## src/rtl/ps2_pkg.sv

```systemverilog
// Shared PS/2 definitions: transmitter states, default timing, command bytes.
// Latency: n/a (declarations only).
// Backpressure: n/a.
package ps2_pkg;

    typedef enum logic [2:0] {
        IDLE      = 3'd0,
        INHIBIT   = 3'd1,
        REQUEST   = 3'd2,
        SHIFT     = 3'd3,
        ACK       = 3'd4,
        WAIT_IDLE = 3'd5,
        ERROR     = 3'd6
    } ps2_state_e;

    // Defaults assume a 50 MHz clk.
    localparam int DEF_INHIBIT_CYCLES = 6000;
    localparam int DEF_START_TIMEOUT  = 750000;
    localparam int DEF_XFER_TIMEOUT   = 100000;
    localparam int DEF_CNT_W          = 20;

    localparam logic [7:0] CMD_SET_LEDS = 8'hED;
    localparam logic [7:0] CMD_ENABLE   = 8'hF4;
    localparam logic [7:0] CMD_RESET    = 8'hFF;

    // PS/2 frames carry odd parity: data plus parity has an odd number of ones.
    function automatic logic odd_parity(input logic [7:0] d);
        return ~^d;
    endfunction

endpackage

```

## src/rtl/ps2_host_tx_if.sv

```systemverilog
// Command handshake between a requester and the PS/2 host transmitter.
// Latency: n/a (wires only).
// Backpressure: tx_start is dropped unless the transmitter is idle (busy low).
interface ps2_host_tx_if;

    logic [7:0] tx_data;
    logic       tx_start;
    logic       busy;
    logic       done;
    logic       error;

    modport master (
        output tx_data,
        output tx_start,
        input  busy,
        input  done,
        input  error
    );

    modport slave (
        input  tx_data,
        input  tx_start,
        output busy,
        output done,
        output error
    );

endinterface

```

## src/rtl/ps2_sync_edge.sv

```systemverilog
// Two-flop synchroniser for a raw PS/2 pin plus a falling-edge strobe.
// Latency: sync follows the pin after 2 clk; fall is acted on 3 clk after the pin drops.
// Backpressure: none, free-running.
module ps2_sync_edge (
    input  logic clk,
    input  logic rst,
    input  logic pin,
    output logic sync,
    output logic fall
);

    logic [1:0] sync_q;
    logic       prev_q;

    // Reset to the idle-high line level so leaving reset never looks like an edge.
    always_ff @(posedge clk or posedge rst) begin
        if (rst) begin
            sync_q <= 2'b11;
            prev_q <= 1'b1;
        end else begin
            sync_q <= {sync_q[0], pin};
            prev_q <= sync_q[1];
        end
    end

    assign sync = sync_q[1];
    assign fall = prev_q & ~sync_q[1];

endmodule

```

## src/rtl/ps2_host_tx.sv

```systemverilog
// Host-to-device PS/2 transmitter: inhibit, request-to-send, 11 device-clocked bits, ACK check.
// Latency: INHIBIT_CYCLES plus the device-paced frame; done/error pulse one clk after the end.
// Backpressure: tx_start is accepted only in IDLE and never queued; busy covers the transfer.
module ps2_host_tx
    import ps2_pkg::*;
#(
    parameter int INHIBIT_CYCLES = DEF_INHIBIT_CYCLES,
    parameter int START_TIMEOUT  = DEF_START_TIMEOUT,
    parameter int XFER_TIMEOUT   = DEF_XFER_TIMEOUT,
    parameter int CNT_W          = DEF_CNT_W
) (
    input  logic         clk,
    input  logic         rst,
    ps2_host_tx_if.slave host,
    input  logic         ps2_clk_in,
    input  logic         ps2_data_in,
    output logic         ps2_clk_oe,
    output logic         ps2_data_oe
);

    localparam logic [CNT_W-1:0] INHIBIT_LAST = CNT_W'(INHIBIT_CYCLES - 1);
    localparam logic [CNT_W-1:0] START_LAST   = CNT_W'(START_TIMEOUT - 1);
    localparam logic [CNT_W-1:0] XFER_LAST    = CNT_W'(XFER_TIMEOUT - 1);
    localparam logic [CNT_W-1:0] TIMER_MAX    = {CNT_W{1'b1}};

    ps2_state_e       state_q, state_d;
    logic [CNT_W-1:0] timer_q;
    logic [3:0]       bit_cnt_q;
    logic [9:0]       shreg_q;
    logic             tx_bit_q;
    logic             done_q;

    logic clk_sync, clk_fall;
    logic data_sync, data_fall_unused;

    logic timer_clr, cnt_clr, cnt_inc, load, shift_en, done_set;
    logic busy, err;

    ps2_sync_edge u_clk_sync (
        .clk  (clk),
        .rst  (rst),
        .pin  (ps2_clk_in),
        .sync (clk_sync),
        .fall (clk_fall)
    );

    ps2_sync_edge u_data_sync (
        .clk  (clk),
        .rst  (rst),
        .pin  (ps2_data_in),
        .sync (data_sync),
        .fall (data_fall_unused)
    );

    // Within each state a device clock edge is tested before the timeout, so the edge wins a tie.
    always_comb begin
        state_d     = state_q;
        timer_clr   = 1'b0;
        cnt_clr     = 1'b0;
        cnt_inc     = 1'b0;
        load        = 1'b0;
        shift_en    = 1'b0;
        done_set    = 1'b0;
        busy        = 1'b1;
        err         = 1'b0;
        ps2_clk_oe  = 1'b0;
        ps2_data_oe = 1'b0;

        unique case (state_q)
            IDLE: begin
                busy = 1'b0;
                if (host.tx_start) begin
                    load      = 1'b1;
                    timer_clr = 1'b1;
                    cnt_clr   = 1'b1;
                    state_d   = INHIBIT;
                end
            end

            INHIBIT: begin
                ps2_clk_oe = 1'b1;
                if (timer_q >= INHIBIT_LAST) begin
                    timer_clr = 1'b1;
                    state_d   = REQUEST;
                end
            end

            REQUEST: begin
                ps2_data_oe = 1'b1;
                if (clk_fall) begin
                    shift_en  = 1'b1;
                    cnt_inc   = 1'b1;
                    timer_clr = 1'b1;
                    state_d   = SHIFT;
                end else if (timer_q >= START_LAST) begin
                    state_d = ERROR;
                end
            end

            // Edges 2..10 shift out d1..d7, parity, then the stop bit (release).
            SHIFT: begin
                ps2_data_oe = ~tx_bit_q;
                if (clk_fall) begin
                    shift_en = 1'b1;
                    cnt_inc  = 1'b1;
                    if (bit_cnt_q == 4'd9) begin
                        state_d = ACK;
                    end
                end else if (timer_q >= XFER_LAST) begin
                    state_d = ERROR;
                end
            end

            ACK: begin
                if (clk_fall) begin
                    cnt_inc = 1'b1;
                    state_d = data_sync ? ERROR : WAIT_IDLE;
                end else if (timer_q >= XFER_LAST) begin
                    state_d = ERROR;
                end
            end

            WAIT_IDLE: begin
                if (clk_sync && data_sync) begin
                    done_set = 1'b1;
                    state_d  = IDLE;
                end else if (timer_q >= XFER_LAST) begin
                    state_d = ERROR;
                end
            end

            ERROR: begin
                busy    = 1'b0;
                err     = 1'b1;
                state_d = IDLE;
            end

            default: begin
                busy    = 1'b0;
                state_d = IDLE;
            end
        endcase
    end

    always_ff @(posedge clk or posedge rst) begin
        if (rst) begin
            state_q   <= IDLE;
            timer_q   <= '0;
            bit_cnt_q <= '0;
            shreg_q   <= '0;
            tx_bit_q  <= 1'b1;
            done_q    <= 1'b0;
        end else begin
            state_q <= state_d;
            done_q  <= done_set;

            if (timer_clr) begin
                timer_q <= '0;
            end else if (timer_q != TIMER_MAX) begin
                timer_q <= timer_q + 1'b1;
            end

            if (cnt_clr) begin
                bit_cnt_q <= '0;
            end else if (cnt_inc) begin
                bit_cnt_q <= bit_cnt_q + 4'd1;
            end

            // Frame is {stop, parity, d7..d0}; ones shifted in keep the line released.
            if (load) begin
                shreg_q <= {1'b1, odd_parity(host.tx_data), host.tx_data};
            end else if (shift_en) begin
                tx_bit_q <= shreg_q[0];
                shreg_q  <= {1'b1, shreg_q[9:1]};
            end
        end
    end

    assign host.busy  = busy;
    assign host.done  = done_q;
    assign host.error = err;

endmodule

```

## src/flat_wrapper.sv

```systemverilog
// flat-port wrapper written by rule: the top's interface ports become plain ports
module ps2_host_tx_flat import ps2_pkg::*;
#(
    parameter int INHIBIT_CYCLES = DEF_INHIBIT_CYCLES,
    parameter int START_TIMEOUT  = DEF_START_TIMEOUT,
    parameter int XFER_TIMEOUT   = DEF_XFER_TIMEOUT,
    parameter int CNT_W          = DEF_CNT_W
)
  (clk, rst, ps2_clk_in, ps2_data_in, ps2_clk_oe, ps2_data_oe, host_tx_data, host_tx_start, host_busy, host_done, host_error);
  ps2_host_tx_if host_i ();
  input  logic clk;
  input  logic rst;
  input  logic ps2_clk_in;
  input  logic ps2_data_in;
  output logic ps2_clk_oe;
  output logic ps2_data_oe;
  input wire logic [$bits(host_i.tx_data)-1:0] host_tx_data;
  input wire logic [$bits(host_i.tx_start)-1:0] host_tx_start;
  output wire logic [$bits(host_i.busy)-1:0] host_busy;
  output wire logic [$bits(host_i.done)-1:0] host_done;
  output wire logic [$bits(host_i.error)-1:0] host_error;
  assign host_i.tx_data = host_tx_data;
  assign host_i.tx_start = host_tx_start;
  assign host_busy = host_i.busy;
  assign host_done = host_i.done;
  assign host_error = host_i.error;
  ps2_host_tx #(.INHIBIT_CYCLES(INHIBIT_CYCLES), .START_TIMEOUT(START_TIMEOUT), .XFER_TIMEOUT(XFER_TIMEOUT), .CNT_W(CNT_W)) u_core (.clk(clk), .rst(rst), .host(host_i), .ps2_clk_in(ps2_clk_in), .ps2_data_in(ps2_data_in), .ps2_clk_oe(ps2_clk_oe), .ps2_data_oe(ps2_data_oe));
endmodule
```

## config.mk

```make
export PLATFORM = sky130hd
export DESIGN_NAME = ps2_host_tx_flat
export DESIGN_NICKNAME = d
export VERILOG_FILES = /design/src/rtl/ps2_pkg.sv /design/src/rtl/ps2_host_tx_if.sv /design/src/rtl/ps2_sync_edge.sv /design/src/rtl/ps2_host_tx.sv /design/src/flat_wrapper.sv
export SDC_FILE = /design/constraint.sdc
export NUM_CORES = 1
export LEC_CHECK = 0
export ABC_AREA = 1
export CAP_MARGIN = 20
export CORE_MARGIN = 4
export CORE_UTILIZATION = 35
export CTS_CLUSTER_DIAMETER = 30
export CTS_CLUSTER_SIZE = 20
export DETAILED_ROUTE_END_ITERATION = 16
export GPL_TIMING_DRIVEN = 0
export PLACE_DENSITY_LB_ADDON = 0.1
export RECOVER_POWER = 25
export SETUP_SLACK_MARGIN = 0.4
export SYNTH_ARGS = -nofsm -noshare
export SYNTH_HDL_FRONTEND = slang
export SYNTH_SLANG_ARGS = --single-unit
```

## constraint.sdc

```tcl
create_clock -name clk -period 1.5 [get_ports clk]
set_input_delay 0.45 -clock clk [delete_from_list [all_inputs] [get_ports clk]]
set_output_delay 0.45 -clock clk [all_outputs]
set_load 0.05 [all_outputs]
```

==> impl_metrics.json <==
{
  "leakage_nw": 1.69,
  "clkTransAtPathRegs_ns": 0.09,
  "path_buf_inv": 3,
  "areaGrowthSynthToFinish_pct": 53.6,
  "worstMarginPinSlew_ns": 0.681,
  "vias_per_cell": 5.06,
  "layout-drive-gt1-share_pct": 44.2,
  "coreArea_sq_mm": 0.00733,
  "drt_iter0_drc": 174,
  "die_height_um": 95.2,
  "clock-sinks": 44,
  "status": "finished, violations left",
  "synth_mux_area_share_pct": 0,
  "yosys_warnings": 0,
  "drt-total-wl_um": 8020,
  "min_path_type": "in2async",
  "ant_nets": 0,
  "post_drt_wl_per_cell_um": 15.4,
  "cts_tree": "done",
  "nets": 436,
  "worstSkewPairLatency_ns": 0.31,
  "crit_path_end": "ps2_data_oe",
  "rr_worst_depth": 9,
  "synth_cell_types": 33,
  "cts_root_buf": "clkbuf_8",
  "rows": 31,
  "die_w_um": 95.2,
  "pre_cts_slack_ns": -0.708,
  "drc": 0,
  "ctsHoldBuffers": 0,
  "cts_buffer_depth": 2,
  "r2r-start": "u_core.timer_q[7]",
  "vias": 2633,
  "antenna_found_initial": 0,
  "maxSlewHeadroom_pct": 54.3,
  "drtPass1Iterations": 4,
  "slew_viol_final": 0,
  "ir_worst_vdd_mv": 0.759,
  "n_antenna_cell": 0,
  "required_ns": 1.05,
  "critPathCaptureType": "output port",
  "yosys.area.top_type_share_pct": 35.8,
  "slowest_delay_ns": 0.38,
  "gr-total-overflow": 0,
  "met3_usage_pct": 3.08,
  "max-cap-violations": 0,
  "crit_path_top_delay_cell": "dfrtp_1",
  "synthCells": 354,
  "synth_seq_cells": 44,
  "place_hpwl_um": 4740,
  "synth_top_family_by_area": "simple AND/OR/NAND/NOR gates",
  "ios": 18,
  "max_freq_mhz": 569,
  "cp_cell_sequence": "buf_6 > inv_1 > nand3_2 > o21ai_4 > buf_6",
  "finalCritPeriodShare_pct": 117,
  "grt_util_met2_pct": 28.7,
  "yosysSeqAreaShare_pct": 41.7,
  "violations": "negative setup slack",
  "crit_family": "buffers and inverters",
  "grt_busiest_layer": "met2",
  "htreeDepth": 2,
  "regToRegSetupSlack_ns": -0.21,
  "cts_inserted_buffers": 5,
  "synth_fp_nets": 370,
  "finalSetupViolCount": 38,
  "powerDensity_mw_per_mm2": 1510,
  "n_fill_cell": 655,
  "synthSimpleGateAreaFrac_pct": 34.6,
  "synth_edf_count": 0,
  "cpMostUsedCell": "buf_6",
  "cp.depth": 5,
  "worstPathArrival_ns": 1.31,
  "postSynth.asyncResetShare_pct": 100,
  "port_buffers": 17,
  "yosys-top-cells-area": "dfrtp_1 36%, nand2_1 10%, nor2_1 7.1%",
  "rsz0062_at_grt": "yes",
  "hold_violations": 0,
  "synthXorXnorAreaFrac_pct": 4.94,
  "die_area_sq_mm": 0.00906,
  "syn_avg_cell_area_sq_um": 7.51,
  "routabilityCongestion": 0.880,
  "grt_pass1_wl_um": 12600,
  "finClkSkew_ns": 0.0106,
  "path_max_fanout": 8,
  "grtUsageMet1_pct": 24.9,
  "grt_pass1_vias": 2498,
  "grt_usage_pct": 18.1,
  "critPathKind": "reg2out",
  "synth_top_area_cell": "dfrtp_1",
  "crit_start": "u_core.state_q[0]",
  "cp-start-kind": "flip-flop",
  "ys.flop_type": "dfrtp_1",
  "start_util_pct": 36.3,
  "syn_area_sq_mm": 0.00266,
  "setup_slack_ns": -0.256,
  "synth-adder-area-share_pct": 1.41,
  "synth_compound_area_share_pct": 9.55,
  "rr_endpoint": "u_core.timer_q[12]",
  "grt_max_degree": 23,
  "fin_crit_ns": 1.76,
  "fin_util_pct": 55.7
}
worst reg2reg max path, cell delays in order, from the launching register on:
cell and delay, ns:
dfrtp_1 0.50, nand2_2 0.13, nor2_2 0.16, nand2_4 0.08
nor2_4 0.11, nand3_2 0.09, buf_6 0.17, nand2_2 0.06
xor2_1 0.23, nor2_4 0.06
worst min-delay path by stage:
stage / from / to / cells past startpoint
after floorplan: u_core.u_clk_sync.sync_q[0] / u_core.u_clk_sync.sync_q[1] / 0
after global placement: u_core.u_clk_sync.sync_q[0] / u_core.u_clk_sync.sync_q[1] / 0
after detailed placement: u_core.u_clk_sync.sync_q[0] / u_core.u_clk_sync.sync_q[1] / 0
after CTS: u_core.u_clk_sync.sync_q[0] / u_core.u_clk_sync.sync_q[1] / 0
after global routing: rst / u_core.bit_cnt_q[3] / 2
final: rst / u_core.host.done / 2
metrics by stage:
stage                     setup TNS (ns)  hold slack (ns)  cell area [sq um]  std cells  total power (W)
after floorplan                  -0.0938            0.345               2840        354          0.00318
after global placement            -13.00            0.346               3130        470          0.00363
after detailed placement          -13.97            0.350               3130        470          0.00366
after CTS                          -3.27            0.364               3780        507          0.00582
after global routing               -7.29            0.324               4080        520          0.00654
final                              -4.24            0.295               4080        520          0.00615
synthesized netlist by cell type, types with 2 or more instances:
master    number
o21ai_0       17
buf_2          7
o221ai_1       8
nor3b_1        2
nor3_1        13
xnor2_1        7
nand3_2        3
a21oi_1       11
nand3_1       30
nand4_1       13
ha_1           3
dfstp_2        6
nand2_1       73
inv_2          5
inv_1         37
nand2_2        6
nor2_2         4
dfrtp_1       38
xor2_1         8
nor2_1        50
layout make-up:
type | instances | area, sq um | share of cell area, %
multi-input cells | 260 | 1850 | 45.3
flip-flops and latches | 44 | 1120 | 27.5
repair buffers | 56 | 571 | 14.0
inverters | 42 | 171 | 4.20
well taps | 99 | 124 | 3.03
plain buffers | 9 | 101 | 2.48
clock buffers | 6 | 72.6 | 1.78
clock inverters | 2 | 60.1 | 1.47
repair inverters | 2 | 12.5 | 0.306
state kept, by name, summed over array words and instances (netlist names):
register and flops:
u_core.u_clk_sync.sync_q 2, u_core.bit_cnt_q 4, u_core.tx_bit_q 1, u_core.u_data_sync.sync_q 2
u_core.timer_q 20, u_core.host.done 1, u_core.u_clk_sync.prev_q 1, u_core.shreg_q 10
u_core.state_q 3
logic make-up (layout without fill, tap and decap cells):
| logic type | after synthesis | after routing |
|---|---|---|
| AO/OA/AOI/OAI | 42 | 42 |
| XOR/XNOR | 15 | 15 |
| adder cells (fa/ha/maj) | 3 | 3 |
| buffers and inverters | 51 | 117 |
| flip-flops | 44 | 44 |
| AND/OR/NAND/NOR | 199 | 200 |
where the power goes:
group / internal [W] / switching, W
Combinational: 0.00154 / 0.00181
Sequential: 0.00147 / 0.000237
Clock: 0.000666 / 0.000427
per-layer routing:
| layer | vias to the layer above | part of all wire (%) |
|---|---|---|
| met5 | - | 0 |
| met4 | 0 | 1.4 |
| met3 | 9 | 3.8 |
| met2 | 60 | 49 |
| met1 | 1270 | 46 |
| li1 | 1294 | - |
cells in the final DEF (no fill, tap or decap), drive strengths merged, types with 7 or more instances in the layout:
cell           count
nand4             13
buf               51
nand2             80
nor2              55
nor3              14
clkdlybuf4s50     11
a21oi             12
inv               41
o221ai             8
o21ai             17
clkbuf             9
nand3             33
xor2               8
dfrtp             38
xnor2              7
repair_timing:
item	in CTS	in global routing
setup buffers	23	12
pin swaps	17	19
setup endpoints to repair	87	65
cloned	6	1
gates resized for setup	97	62
No activity file was read; power rests on OpenSTA's default activity.
